$ cat src/rtl/ad7606_pkt_pkg.sv
// Shared constants and types for the AD7606 sample-frame packetizer and parser.
// Both ends of the link import this so the frame format is defined once.
package ad7606_pkt_pkg;

    localparam logic [7:0] PREAMBLE = 8'h55;
    localparam logic [7:0] CMD_ADC  = 8'd5;
    localparam logic [7:0] TRIPLET  = 8'd3;

    typedef enum logic [2:0] {
        ST_IDLE,
        ST_CMD,
        ST_LEN,
        ST_CH_ID,
        ST_DATA_H,
        ST_DATA_L
    } state_e;

    localparam logic [2:0] ERR_NONE = 3'd0;
    localparam logic [2:0] ERR_CMD  = 3'd1;
    localparam logic [2:0] ERR_LEN  = 3'd2;
    localparam logic [2:0] ERR_SEQ  = 3'd3;
    localparam logic [2:0] ERR_GAP  = 3'd4;

    // Legal lengths are 3, 6, ... 3*max_ch; matched against a constant list so no divider is built.
    function automatic logic len_legal(input logic [7:0] len, input logic [7:0] max_ch);
        logic ok;
        ok = 1'b0;
        for (int k = 1; k <= 8; k++) begin
            if ((len == 8'(3 * k)) && (8'(k) <= max_ch)) begin
                ok = 1'b1;
            end
        end
        return ok;
    endfunction

endpackage

$ cat src/rtl/ad7606_pkt_parse.sv
// Byte-stream receiver for AD7606 sample frames: preamble, command, length, then
// (id, hi, lo) triplets. Emits per-channel samples and a done or coded-error pulse.
module ad7606_pkt_parse
    import ad7606_pkt_pkg::*;
#(
    parameter logic [7:0]  CMD_ID      = CMD_ADC,
    parameter logic [7:0]  MAX_CH      = 8'd8,
    parameter logic [15:0] GAP_TIMEOUT = 16'd5000
) (
    input  logic        i_clk,
    input  logic        i_rst_n,
    input  logic [7:0]  i_rx_data,
    input  logic        i_rx_valid,
    output logic [7:0]  o_ch_id,
    output logic [15:0] o_ch_data,
    output logic        o_ch_valid,
    output logic        o_frame_done,
    output logic [7:0]  o_ch_num,
    output logic        o_frame_err,
    output logic [2:0]  o_err_code
);

    // Handshake: a byte is consumed on every cycle i_rx_valid is high; there is no back-pressure.

    state_e      state_q, state_d;
    logic [7:0]  len_q, len_d;
    logic [7:0]  cnt_q, cnt_d;
    logic [7:0]  exp_id_q, exp_id_d;
    logic [7:0]  hi_q, hi_d;
    logic [15:0] timer_q, timer_d;
    logic [7:0]  ch_id_q, ch_id_d;
    logic [15:0] ch_data_q, ch_data_d;
    logic        ch_valid_q, ch_valid_d;
    logic        frame_done_q, frame_done_d;
    logic [7:0]  ch_num_q, ch_num_d;
    logic        frame_err_q, frame_err_d;
    logic [2:0]  err_code_q, err_code_d;
    logic [7:0]  cnt_next;

    always_comb begin
        state_d      = state_q;
        len_d        = len_q;
        cnt_d        = cnt_q;
        exp_id_d     = exp_id_q;
        hi_d         = hi_q;
        timer_d      = timer_q;
        ch_id_d      = ch_id_q;
        ch_data_d    = ch_data_q;
        ch_valid_d   = 1'b0;
        frame_done_d = 1'b0;
        ch_num_d     = ch_num_q;
        frame_err_d  = 1'b0;
        err_code_d   = err_code_q;
        cnt_next     = cnt_q + TRIPLET;

        if (i_rx_valid) begin
            timer_d = 16'd0;
            case (state_q)
                ST_IDLE: begin
                    if (i_rx_data == PREAMBLE) begin
                        state_d = ST_CMD;
                    end
                end
                ST_CMD: begin
                    if (i_rx_data == CMD_ID) begin
                        state_d = ST_LEN;
                    end else begin
                        state_d     = ST_IDLE;
                        frame_err_d = 1'b1;
                        err_code_d  = ERR_CMD;
                    end
                end
                ST_LEN: begin
                    if (len_legal(i_rx_data, MAX_CH)) begin
                        len_d    = i_rx_data;
                        cnt_d    = 8'd0;
                        exp_id_d = 8'd1;
                        state_d  = ST_CH_ID;
                    end else begin
                        state_d     = ST_IDLE;
                        frame_err_d = 1'b1;
                        err_code_d  = ERR_LEN;
                    end
                end
                ST_CH_ID: begin
                    if (i_rx_data == exp_id_q) begin
                        state_d = ST_DATA_H;
                    end else begin
                        state_d     = ST_IDLE;
                        frame_err_d = 1'b1;
                        err_code_d  = ERR_SEQ;
                    end
                end
                ST_DATA_H: begin
                    hi_d    = i_rx_data;
                    state_d = ST_DATA_L;
                end
                ST_DATA_L: begin
                    ch_valid_d = 1'b1;
                    ch_id_d    = exp_id_q;
                    ch_data_d  = {hi_q, i_rx_data};
                    cnt_d      = cnt_next;
                    // Expected ID equals the channel count once the last triplet lands.
                    if (cnt_next == len_q) begin
                        frame_done_d = 1'b1;
                        ch_num_d     = exp_id_q;
                        state_d      = ST_IDLE;
                    end else begin
                        exp_id_d = exp_id_q + 8'd1;
                        state_d  = ST_CH_ID;
                    end
                end
                default: state_d = ST_IDLE;
            endcase
        end else if (state_q != ST_IDLE) begin
            if (timer_q >= GAP_TIMEOUT) begin
                state_d     = ST_IDLE;
                frame_err_d = 1'b1;
                err_code_d  = ERR_GAP;
            end else if (timer_q != 16'hFFFF) begin
                timer_d = timer_q + 16'd1;
            end
        end

        if (state_d == ST_IDLE) begin
            timer_d = 16'd0;
        end
    end

    always_ff @(posedge i_clk or negedge i_rst_n) begin
        if (!i_rst_n) begin
            state_q      <= ST_IDLE;
            len_q        <= 8'd0;
            cnt_q        <= 8'd0;
            exp_id_q     <= 8'd0;
            hi_q         <= 8'd0;
            timer_q      <= 16'd0;
            ch_id_q      <= 8'd0;
            ch_data_q    <= 16'd0;
            ch_valid_q   <= 1'b0;
            frame_done_q <= 1'b0;
            ch_num_q     <= 8'd0;
            frame_err_q  <= 1'b0;
            err_code_q   <= ERR_NONE;
        end else begin
            state_q      <= state_d;
            len_q        <= len_d;
            cnt_q        <= cnt_d;
            exp_id_q     <= exp_id_d;
            hi_q         <= hi_d;
            timer_q      <= timer_d;
            ch_id_q      <= ch_id_d;
            ch_data_q    <= ch_data_d;
            ch_valid_q   <= ch_valid_d;
            frame_done_q <= frame_done_d;
            ch_num_q     <= ch_num_d;
            frame_err_q  <= frame_err_d;
            err_code_q   <= err_code_d;
        end
    end

    assign o_ch_id      = ch_id_q;
    assign o_ch_data    = ch_data_q;
    assign o_ch_valid   = ch_valid_q;
    assign o_frame_done = frame_done_q;
    assign o_ch_num     = ch_num_q;
    assign o_frame_err  = frame_err_q;
    assign o_err_code   = err_code_q;

endmodule

$ cat config.mk
export PLATFORM = sky130hd
export DESIGN_NAME = ad7606_pkt_parse
export DESIGN_NICKNAME = d
export VERILOG_FILES = /design/src/rtl/ad7606_pkt_pkg.sv /design/src/rtl/ad7606_pkt_parse.sv
export SDC_FILE = /design/constraint.sdc
export NUM_CORES = 1
export LEC_CHECK = 0
export ABC_AREA = 1
export BUFFER_PORTS_ARGS = -buffer_cell sky130_fd_sc_hd__buf_2
export CAP_MARGIN = 20
export CORE_ASPECT_RATIO = 1.75
export CORE_UTILIZATION = 53
export DETAILED_ROUTE_END_ITERATION = 10
export PLACE_DENSITY = 0.76
export SETUP_SLACK_MARGIN = 0.3
export SLEW_MARGIN = 20
export SYNTH_ARGS = -nofsm -noshare
export SYNTH_HDL_FRONTEND = slang
export SYNTH_SLANG_ARGS = --single-unit
export TNS_END_PERCENT = 30
$ cat constraint.sdc
create_clock -name i_clk -period 1.72 [get_ports i_clk]
set_input_delay 0.344 -clock i_clk [delete_from_list [all_inputs] [get_ports i_clk]]
set_output_delay 0.344 -clock i_clk [all_outputs]
set_load 0.005 [all_outputs]
# After elaboration in Yosys (flattened, before gate mapping)
# Cells that the tools add are included.
# op_classes
add_sub_neg	3
n_lt_le_gt_ge	1
eq_ne	25
mux	48
reduce_logical	16
# op_table
operator	n
$mux W16	5
$mux W3	11
$pmux W8 S2	2
$eq A8 B4 Y1 const B	3
$eq A8 B5 Y1 const B	3
$mux W8	3
$mux W1	21
$pmux W3 S6	1
$add A16 B1 Y16 const B	1
$eq A8 B3 Y1 const B	2
$eq A8 B8 Y1	2
$ge A16 B13 Y1 const B	1
$ne A16 B16 Y1 const B	1
$reduce_and A3 Y1	4
$ne A3 B3 Y1 const B	3
$pmux W3 S3	1
$reduce_bool A3 Y1	3
$add A8 B1 Y8 const B	1
$add A8 B2 Y8 const B	1
$eq A8 B2 Y1 const B	1
$eq A8 B7 Y1 const B	1
$eq A3 B2 Y1 const B	2
$eq A3 B3 Y1 const B	2
$logic_not A3 Y1	2
10 further kinds	16
# totals
reg_bits	89
inputBits	11
out_inout_bits	38
wordCells	106

# Depth between registers and ports, before layout
# Gate-level depths: netlist (run 1).
# depth
ltp_word	17
ltp_mapped	15
ltp_nobuf	15

# Worst setup path after synthesis (run 1)
# OpenSTA, ideal clock, no wires.
# synth_path
path_type	register to register
start	register cnt_q[0]
end	register ch_num_q[5] (netlist: o_ch_num[5])
arrival_ns	1.756
t_required_ns	1.603
slack_ns	-0.153
path_stages_with_launch	13
path_buffers	0
path_cell_list	dfrtp_1 -> inv_1 -> ha_1 -> xor2_1 -> nand2_1 -> nor2_2 -> nand2_1 -> nor2_1 -> nand3_4 -> inv_6 -> nand3_4 -> nand2_1 -> nand2_1
# synth_via
elab_chain_len	3
# synth_lines
item	line_no	rtl
start, declared	ad7606_pkt_parse.sv:27	logic [7:0] cnt_q, cnt_d;
start signal, assigned	ad7606_pkt_parse.sv:148	cnt_q <= cnt_d;
$add A8 B2 Y8	ad7606_pkt_parse.sv:54	cnt_next = cnt_q + TRIPLET;
$eq A8 B8 Y1	ad7606_pkt_parse.sv:104	if (cnt_next == len_q) begin
$reduce_and A3 Y1 (no line)	--	
end signal, assigned	ad7606_pkt_parse.sv:156	ch_num_q <= ch_num_d;
end, declared	ad7606_pkt_parse.sv:35	logic [7:0] ch_num_q, ch_num_d;
# No other way between the ends.
# A chain may end at the register's enable or synchronous reset.

# Final worst setup path (run 1)
# layout_path
start	register cnt_q[0]
end	register exp_id_q[3]
# layout_via
elab_chain_len	4
# layout_lines
item	line_no	rtl
$add A8 B2 Y8	ad7606_pkt_parse.sv:54	
$eq A8 B8 Y1	ad7606_pkt_parse.sv:104	
$ne A2 B2 Y1 (no line)	--	
$reduce_and A4 Y1 (no line)	--	
end signal, assigned	ad7606_pkt_parse.sv:149	exp_id_q <= exp_id_d;
end, declared	ad7606_pkt_parse.sv:28	logic [7:0] exp_id_q, exp_id_d;
# No other way between the ends.

==> impl_metrics.py, run 1 <==
metrics = {
    "sta": {
        "setup_viol": 43,
        "rsz0062_at_grt": "true",
        "whs_ps": 401,
        "fin_crit_sh_pct": 115,
        "slew_violations": 0,
        "tns_ps": -4690,
        "hold_viol": 0,
        "setup_ws_ps": -262,
        "period_minus_slack_ps": 1980,
        "clock_skew_ps": 13.2,
        "fmax_mhz": 505,
    },
    "layout": {
        "multi_input_area_sq_mm": 0.00240,
        "area_delta_synth_final_pct": 40.5,
        "instances_no_fill": 754,
        "drive_above_1_share_pct": 40.8,
        "nets": 675,
        "utilization_pct": 77.6,
        "seq_area_sq_mm": 0.00223,
        "num_antenna_cells": 0,
        "fillers": 484,
    },
    "critical_path": {
        "r2r_start": "cnt_q[0]",
        "crit_family": "simple AND/OR/NAND/NOR gates",
        "critPathCaptureType": "flop",
        "rrSetupSlack_ps": -260,
        "rr_worst_depth": 12,
        "worstPathCellList": "buf_4 > buf_4 > xor2_1 > nand2_1 > nor2_2 > nand3_1 > nor2_1 > nand3b_1 > nand2_4 > buf_12 > nand3_1 > nand2_1",
        "arrival_ps": 2270,
        "cp.depth": 12,
        "crit_end": "exp_id_q[3]",
        "critical_path_class": "reg -> reg",
        "crit_path_start_kind": "flop",
        "r2r_end": "exp_id_q[3]",
        "slowest_stage": "dfrtp_1",
        "path_max_fanout": 7,
        "cp-startpoint": "cnt_q[0]",
        "crit_buf_inv": 3,
        "cpPeakStageDelay_ps": 410,
        "worstPathRequired_ps": 2010,
    },
    "floorplan": {
        "start_util_pct": 55.2,
        "io_pins": 49,
        "dieArea_sq_mm": 0.00873,
        "die_height_microns": 123,
        "fp-row-count": 43,
        "die_x_microns": 71.1,
        "fp.coreArea_sq_mm": 0.00802,
    },
    "clock_network": {
        "cts_sinks": 89,
        "clk_latency_ps": 360,
        "clockBufferDepth": 2,
        "clk_pin_slew_ps": 70,
        "clockRootBuffer": "clkbuf_16",
        "cts_tree": "built",
        "htree_levels": 3,
        "cts_buffers": 9,
    },
    "power": {
        "power.density_mw_per_mm2": 772,
        "leakagePower_nw": 3.18,
        "ir_drop_v": 0.000869,
    },
    "drt": {
        "drt_iter0_drc": 402,
        "drc": 1,
        "via_per_inst": 5.90,
        "dr.pass1.iters": 10,
        "totalWireLength_microns": 14100,
        "antenna_left": 0,
        "wire_per_inst_microns": 18.7,
        "via_count": 4450,
    },
    "yosys": {
        "netlist_area_sq_mm": 0.00443,
        "synth-async-reset-ratio_pct": 100,
        "synth_cell_types": 41,
        "ys_top_cells_by_area": "dfrtp_1 (50%), nand2_1 (14%), nand3_1 (6.2%), inv_1 (4.2%), o21ai_0 (3.3%)",
        "yosys_register_bits": 89,
        "synth.most_common_cell": "nand2_1",
        "yosysTopAreaCellShare_pct": 50.3,
        "yosys.area.top_type": "dfrtp_1",
        "synth_edf_count": 0,
        "synth_ff_type": "dfrtp_1",
        "netlist_instances": 544,
        "avgSynthCellArea_sq_um": 8.14,
        "seq_area_frac_synth_pct": 50.3,
        "yosys-top-cells-count": "nand2_1 (170), dfrtp_1 (89), nand3_1 (55)",
        "yosysWarnings": 0,
    },
    "place": {
        "port_buffers": 48,
        "dp_hpwl_microns": 8180,
        "gp_congestion": 0.897,
        "placed_cells": 712,
    },
    "global_route": {
        "grt_pass1_vias": 4054,
        "grt_max_degree": 42,
        "antenna_found_initial": 0,
        "grt_first_pass_wirelength_microns": 18800,
        "groute.usage.overall_pct": 28.8,
        "grt-ovfl-total": 0,
    },
    "status": {
        "status": "finished with violations",
        "violations": "design-rule violations, negative setup slack",
    },
    "worst_hold_path": {
        "hp-class": "in -> async",
    },
    "flow_run": {
        "cap_violations": 0,
    },
}
state kept, by name (all words and copies together) (netlist names):
name,count
o_frame_err,1
timer_q,16
o_frame_done,1
state_q,3
len_q,8
o_err_code,3
exp_id_q,8
hi_q,8
cnt_q,8
o_ch_num,8
o_ch_id,8
o_ch_data,16
o_ch_valid,1
worst reg2reg max path, delay by kind of cell (launching register included):
kind                   cells  cell delay [ps]
XOR/XNOR                   1              170
AND/OR/NAND/NOR            8              900
flip-flops                 1              410
buffers and inverters      3              420
how the worst min path moves through the flow:
stage,start,endpoint,slack [ps]
finish,i_rst_n,cnt_q[2],400
global route,i_rst_n,cnt_q[6],430
CTS,i_rst_n,cnt_q[2],420
detailed placement,i_rst_n,o_ch_id[7],250
global placement,i_rst_n,o_ch_id[7],240
floorplan,i_rst_n,cnt_q[0],50
metrics by stage:
| stage | setup slack (ps) | total power [mW] | cell area [sq um] |
|---|---|---|---|
| final | -262 | 4.80 | 6220 |
| after global routing | -365 | 4.94 | 6220 |
| after CTS | -167 | 4.72 | 5630 |
| after detailed placement | -185 | 2.72 | 5100 |
| after global placement | -121 | 2.70 | 5100 |
| after floorplan | -16.3 | 2.49 | 4470 |
final cells by class:
| cell class | count | share of cell area (%) |
|---|---|---|
| clock buffer | 12 | 4.13 |
| clock inverter | 3 | 0.644 |
| inverter | 57 | 4.17 |
| multi-input combinational | 382 | 38.7 |
| sequential | 89 | 35.9 |
| tap | 90 | 1.81 |
| timing repair buffer | 120 | 14.2 |
| timing repair inverter | 1 | 0.483 |
logic make-up (layout without fill, tap and decap cells):
kind of cell	after synthesis	after routing	share of synthesized area (%)
compound gates	48	48	6.08
xor+xnor	18	18	3.56
fa+ha+maj	4	4	1.13
buf+inv	77	193	7.27
flops	89	89	50.3
other cells	1	3	0.0847
simple gates	307	309	31.6
per-layer routing:
| metal | global-route usage, % | up-vias | share of wire (%) |
|---|---|---|---|
| li1 | - | 1999 | - |
| met5 | 0 | - | 0 |
| met4 | 17.6 | 0 | 7.3 |
| met1 | 30.2 | 2160 | 34 |
| met3 | 4.76 | 80 | 5.2 |
| met2 | 53.2 | 211 | 54 |
placed cells by master, fill, tap and decap left out, drive strengths merged:
master,netlist,layout
o211ai,1,1
clkinvlp,0,1
bufinv,0,1
a22o,1,1
clkinv,0,5
o21ai,37,37
or2,2,2
dlygate4sd3,0,1
inv,57,54
o31ai,1,1
xnor2,3,3
xor2,15,15
conb,1,3
clkbuf,9,12
buf,11,119
nand3,58,58
ha,4,4
o22ai,5,5
nor2,34,34
a21oi,1,1
nor3b,1,1
nor3,17,17
nand2,173,175
dfrtp,89,89
nor4,4,4
nand3b,2,2
and2,1,1
nand4,15,15
a31oi,2,2
what timing repair did:
item / in CTS / in global routing
pin swaps: 25 / 58
setup buffers: 7 / 16
hold buffers: 1 / 0
setup endpoints to repair: 78 / 77
resized for setup: 43 / 129
gates cloned: 1 / 2
hold endpoints to repair: 16 / 0
where the power goes:
group / switching, mW / internal, mW
Sequential: 0.0632 / 2.17
Clock: 0.826 / 1.19
Combinational: 0.331 / 0.222
No activity file was read; power rests on OpenSTA's default activity.
==> inputs of run 2 (changes only) <==
==> constraint.sdc (replaced) <==
create_clock -name i_clk -period 1.72 [get_ports i_clk]
set_input_delay 0.172 -clock i_clk [delete_from_list [all_inputs] [get_ports i_clk]]
set_output_delay 0.172 -clock i_clk [all_outputs]
set_load 0.005 [all_outputs]
==> run 2 against run 1 <==
- the run still ends with design-rule violations, negative setup slack left
- non-clock buffer count is 12 lower
- highest routed layer unchanged
- sequential share of layout area increased by 2.1 points
- critical path depth rose by 2
==> impl_metrics.py, run 2 (synthesis results as in run 1) <==
metrics = {
    "status": {
        "status": "finished with violations",
        "violations": "design-rule violations, negative setup slack",
    },
    "drt": {
        "wire_per_inst_microns": 16.6,
        "via_per_inst": 5.73,
        "drc": 2,
        "totalWireLength_microns": 12300,
        "via_count": 4240,
        "dr.pass1.iters": 8,
        "antenna_left": 0,
        "drt_iter0_drc": 374,
    },
    "clock_network": {
        "cts_tree": "built",
        "cts_sinks": 89,
        "clockRootBuffer": "clkbuf_16",
        "clk_latency_ps": 350,
        "htree_levels": 3,
        "clockBufferDepth": 2,
        "clk_pin_slew_ps": 70,
        "cts_buffers": 9,
    },
    "layout": {
        "utilization_pct": 73.3,
        "mostFrequentLayoutCell": "nand2_1",
        "nets": 662,
        "mostFrequentLayoutCells": "nand2_1 (154), dfrtp_1 (84), buf_4 (51), buf_2 (47), nand3_1 (43)",
        "drive_above_1_share_pct": 33.5,
        "instances_no_fill": 740,
        "area_delta_synth_final_pct": 32.7,
        "fillers": 544,
        "num_antenna_cells": 0,
    },
    "critical_path": {
        "arrival_ps": 2260,
        "critPathCaptureType": "flop",
        "critical_path_class": "reg -> reg",
        "crit_path_start_kind": "flop",
        "crit_path_frequent_cell": "nand2_1",
        "cpPeakStageDelay_ps": 410,
        "worstPathRequired_ps": 1950,
        "path_max_fanout": 5,
        "crit_buf_inv": 3,
        "crit_family": "simple AND/OR/NAND/NOR gates",
        "slowest_stage": "dfrtp_1",
        "worstPathCellList": "inv_2 > ha_4 > inv_4 > nand3_1 > nand2_1 > nand2_1 > inv_1 > nand2_1 > nand2_1 > nor2_2 > nand3_4 > nand2_1 > o21ai_0 > nand2_1",
    },
    "sta": {
        "clock_skew_ps": 7.58,
        "fin_crit_sh_pct": 118,
        "setup_ws_ps": -307,
        "fmax_mhz": 493,
        "slew_violations": 0,
        "period_minus_slack_ps": 2030,
        "rsz0062_at_grt": "true",
        "hold_viol": 0,
        "setup_viol": 19,
    },
    "power": {
        "power.density_mw_per_mm2": 818,
        "switching_power_mw": 1.19,
        "sw_frac_of_total_pct": 24.7,
        "leakagePower_nw": 3.05,
        "power.internal_mw": 3.62,
        "power.share.combinational_pct": 10.5,
        "share_seq_of_total_power_pct": 46.4,
        "p_clk_share_pct": 43.2,
        "ir_drop_v": 0.000603,
    },
    "place": {
        "placed_cells": 706,
        "gp_congestion": 0.910,
        "port_buffers": 48,
        "dp_hpwl_microns": 7920,
    },
    "global_route": {
        "antenna_found_initial": 0,
        "groute.usage.overall_pct": 27.1,
        "grt_first_pass_wirelength_microns": 17900,
        "grt_max_degree": 42,
        "grtUsageMet1_pct": 28.5,
        "grtUsageMet2_pct": 49.5,
        "grt_pass1_vias": 3945,
        "busiest_layer": "met2",
        "use_met3_pct": 5.17,
        "grt-ovfl-total": 0,
    },
    "flow_run": {
        "cap_violations": 0,
    },
    "floorplan": {
        "die_x_microns": 71.1,
        "fp-row-count": 43,
        "fp.coreArea_sq_mm": 0.00802,
        "die_height_microns": 123,
        "io_pins": 49,
        "start_util_pct": 55.2,
        "dieArea_sq_mm": 0.00873,
    },
    "worst_hold_path": {
        "hp-class": "in -> reg",
    },
}
[run 2: timing repair]
action | CTS | global route
resized for setup | 34 | 74
hold buffers | 1 | 0
cloned | 0 | 2
endpoints found under the hold margin | 27 | 0
endpoints found under the setup margin | 74 | 77
pin swaps | 23 | 35
setup buffers | 6 | 11
[run 2: final timing paths]
kind | start | end | slack (ps) | cells after the start
min | i_rx_valid | timer_q[10] | 190 | 4
min reg2reg | o_ch_data[14] | o_ch_data[14] | 470 | 2
max reg2reg | cnt_q[0] | exp_id_q[0] | -310 | 14
max in group asynchronous | i_rst_n | timer_q[4] | 780 | 3
min in group asynchronous | i_rst_n | o_ch_id[0] | 290 | 2
max | cnt_q[0] | exp_id_q[0] | -310 | 14
[run 2: worst register-to-register path, cell delays in order, from the launching register on]
cell and delay, ps:
dfrtp_1 410, inv_2 80, ha_4 170, inv_4 80, nand3_1 70, nand2_1 60
nand2_1 70, inv_1 90, nand2_1 90, nand2_1 90, nor2_2 60, nand3_4 120
nand2_1 120, o21ai_0 300, nand2_1 110
[run 2: power groups by stage]
stage	clock network [mW]	logic, mW	registers, mW
finish	2.07	0.504	2.23
global route	2.17	0.557	2.24
CTS	2.09	0.466	2.22
detailed placement	0	0.442	2.26
global placement	0	0.428	2.25
floorplan	0	0.240	2.25
[run 2: area by class of cell]
type / count / area, sq um / area share, %
Sequential cell: 89 / 2230 / 38.0
Timing Repair Buffer: 108 / 751 / 12.8
Inverter: 57 / 260 / 4.43
Clock buffer: 9 / 225 / 3.83
Multi-Input combinational cell: 382 / 2210 / 37.6
Tap cell: 90 / 113 / 1.92
Clock inverter: 5 / 81.3 / 1.38
[run 2: routing by layer]
layer  part of all wire [%]  up-vias
li1                       -     1965
met1                     35     2014
met2                     53      191
met3                    5.3       70
met4                    6.1        0
met5                      0        -
[run 2: stage by stage]
step           TNS [ps]  instance area (sq um)  setup WS [ps]  hold WS (ps)  power, mW
5_1_grt           -6660                   5870           -391           212       4.96
3_5_place_dp      -2800                   5050           -189           121       2.70
2_1_floorplan      -114                   4470          -16.3          -124       2.49
3_3_place_gp      -1300                   5050           -108           114       2.68
4_1_cts           -2250                   5530           -167           187       4.77
6_report          -3830                   5870           -307           194       4.81
==> inputs of run 3 (changes only) <==
--- a/config.mk
+++ b/config.mk
@@ -8,10 +8,10 @@
 export ABC_AREA = 1
 export BUFFER_PORTS_ARGS = -buffer_cell sky130_fd_sc_hd__buf_2
 export CAP_MARGIN = 20
-export CORE_ASPECT_RATIO = 1.75
-export CORE_UTILIZATION = 53
+export CORE_ASPECT_RATIO = 0.7
+export CORE_UTILIZATION = 63
 export DETAILED_ROUTE_END_ITERATION = 10
-export PLACE_DENSITY = 0.76
+export PLACE_DENSITY = 0.87
 export SETUP_SLACK_MARGIN = 0.3
 export SLEW_MARGIN = 20
 export SYNTH_ARGS = -nofsm -noshare
==> constraint.sdc (replaced) <==
create_clock -name i_clk -period 2.45 [get_ports i_clk]
set_input_delay 0.245 -clock i_clk [delete_from_list [all_inputs] [get_ports i_clk]]
set_output_delay 0.245 -clock i_clk [all_outputs]
set_load 0.005 [all_outputs]
==> run 3 against run 2 <==
- the flow now finishes without violations
- largest power group unchanged
- maximum frequency is 2.1% lower
- non-clock buffer count decreased by 53
- worst setup slack gained 690 ps
- sequential power is 30% lower
- combinational power down 41%
- first-iteration DRC count decreased by 30%
- critical endpoint is now len_q[7]
- worst hold slack improved by 57 ps
- power down 39%
- clock power decreased by 48%
- clock-buffer cell count rose by 1
- register-to-register slack improved by 690 ps
==> impl_metrics.py, run 3 (synthesis results as in run 1) <==
metrics = {
    "global_route": {
        "groute.usage.overall_pct": 29.9,
        "grt_max_degree": 48,
        "antenna_found_initial": 0,
        "grt-ovfl-total": 0,
        "grt_first_pass_wirelength_microns": 16800,
        "grt_pass1_vias": 3646,
    },
    "sta": {
        "fmax_mhz": 483,
        "worstMarginPinSlew_ps": 658,
        "slew_headroom_pct": 56.0,
        "clock_skew_ps": 12.0,
        "setup_viol": 0,
        "period_minus_slack_ps": 2070,
        "tns_ps": 0,
        "fin_crit_sh_pct": 84.5,
        "hold_viol": 0,
        "rsz0062_at_grt": "true",
        "slew_violations": 0,
    },
    "clock_network": {
        "cts_sinks": 89,
        "clk_pin_slew_ps": 90,
        "cts_tree": "built",
        "clockRootBuffer": "clkbuf_8",
        "clk_latency_ps": 360,
        "cts_buffers": 9,
        "htree_levels": 3,
        "clockBufferDepth": 2,
    },
    "layout": {
        "utilization_pct": 74.0,
        "area_delta_synth_final_pct": 13.0,
        "nets": 607,
        "mostFrequentLayoutCell": "nand2_1",
        "drive_above_1_share_pct": 17.3,
        "mostFrequentLayoutCells": "nand2_1 (168), dfrtp_1 (88), nand3_1 (55), inv_1 (47), buf_2 (47)",
        "num_antenna_cells": 0,
    },
    "place": {
        "dp_hpwl_microns": 7190,
        "gp_congestion": 0.957,
        "port_buffers": 48,
    },
    "critical_path": {
        "crit_path_start_kind": "flop",
        "arrival_ps": 2320,
        "cp-startpoint": "state_q[2]",
        "rrSetupSlack_ps": 380,
        "r2r_start": "state_q[2]",
        "path_max_fanout": 19,
        "critPathCaptureType": "flop",
        "critical_path_class": "reg -> reg",
        "rr_worst_depth": 11,
        "worstPathRequired_ps": 2700,
        "r2r_end": "len_q[7]",
        "crit_end": "len_q[7]",
    },
    "power": {
        "power.internal_mw": 2.19,
        "ir_drop_v": 0.000308,
        "sw_frac_of_total_pct": 25.3,
        "share_seq_of_total_power_pct": 53.2,
        "leakagePower_nw": 2.70,
        "power.share.combinational_pct": 10.2,
        "power.density_mw_per_mm2": 587,
        "p_clk_share_pct": 36.6,
        "switching_power_mw": 0.744,
    },
    "status": {
        "status": "complete, no violations",
    },
    "floorplan": {
        "fp-row-count": 25,
        "die_height_microns": 72.1,
        "dieArea_sq_mm": 0.00737,
        "die_x_microns": 102,
        "fp.coreArea_sq_mm": 0.00676,
        "io_pins": 49,
        "start_util_pct": 65.5,
    },
    "drt": {
        "via_count": 3867,
        "dr.pass1.iters": 5,
        "drt_iter0_drc": 261,
        "antenna_left": 0,
        "drc": 0,
        "totalWireLength_microns": 10300,
        "wire_per_inst_microns": 15.0,
        "via_per_inst": 5.60,
    },
    "worst_hold_path": {
        "hp-class": "in -> reg",
    },
    "flow_run": {
        "cap_violations": 0,
    },
}
[run 3: cell types whose count changed in the layout (fill, tap and decap cells not counted), sizes merged]
cell / delta
buf: -53
nand2: -2
bufinv: -1
clkbuf: +1
clkinv: +1
inv: +1
[run 3: per-stage QoR]
stage          hold WS (ps)  power [mW]  std cells  setup slack, ps  cell area [sq um]
6_report                250        2.94        691              380               5000
5_1_grt                 273        3.05        691              262               5000
4_1_cts                 249        2.92        689              304               4960
3_5_place_dp            290        1.86        671              240               4730
3_3_place_gp            281        1.84        671              453               4730
2_1_floorplan         -50.6        1.74        546              577               4430
[run 3: worst min-delay path by stage]
stage | start | end | depth (start not counted)
floorplan | i_rst_n | cnt_q[0] | 0
global placement | i_rst_n | cnt_q[5] | 1
detailed placement | i_rst_n | cnt_q[5] | 1
CTS | i_rx_data[5] | o_ch_data[5] | 3
global route | i_rx_valid | timer_q[11] | 4
finish | i_rx_data[5] | o_ch_data[5] | 3
[run 3: timing repair]
item                                    in CTS  in global routing
resized for setup                            0                 12
hold buffers                                 1                  0
pin swaps                                    0                  6
hold endpoints to repair                    46                  0
endpoints found under the setup margin       9                 18
buffers inserted                             1                  2
[run 3: layout make-up]
type | count | area [sq um]
Inverter | 57 | 224
Fill cell | 525 | 1760
Multi-Input combinational cell | 380 | 1910
Clock buffer | 10 | 128
Clock inverter | 6 | 82.6
Timing Repair Buffer | 55 | 310
Sequential cell | 89 | 2230
Tap cell | 94 | 118
[run 3: critical path: stages (launching register included)]
cell and delay, ps:
dfrtp_1 500, inv_2 60, nor2_2 110, inv_2 90
nor2_8 230, nor2_1 70, nor2_1 120, nand2_2 140
inv_4 220, nand2_4 190, inv_1 160, nor2_1 60
[run 3: power groups by stage]
stage,clock network [mW],registers [mW],logic (mW)
floorplan,0,1.58,0.163
global placement,0,1.59,0.256
detailed placement,0,1.59,0.269
CTS,1.09,1.56,0.277
global route,1.14,1.57,0.335
finish,1.08,1.56,0.298
[run 3: routing by layer]
metal | GRT usage [%] | part of all wire [%] | up-vias
met5 | 0 | 0 | -
met4 | 10.8 | 1.7 | 0
li1 | - | - | 1847
met2 | 45.8 | 45 | 156
met3 | 6.55 | 7.2 | 23
met1 | 42.3 | 46 | 1841
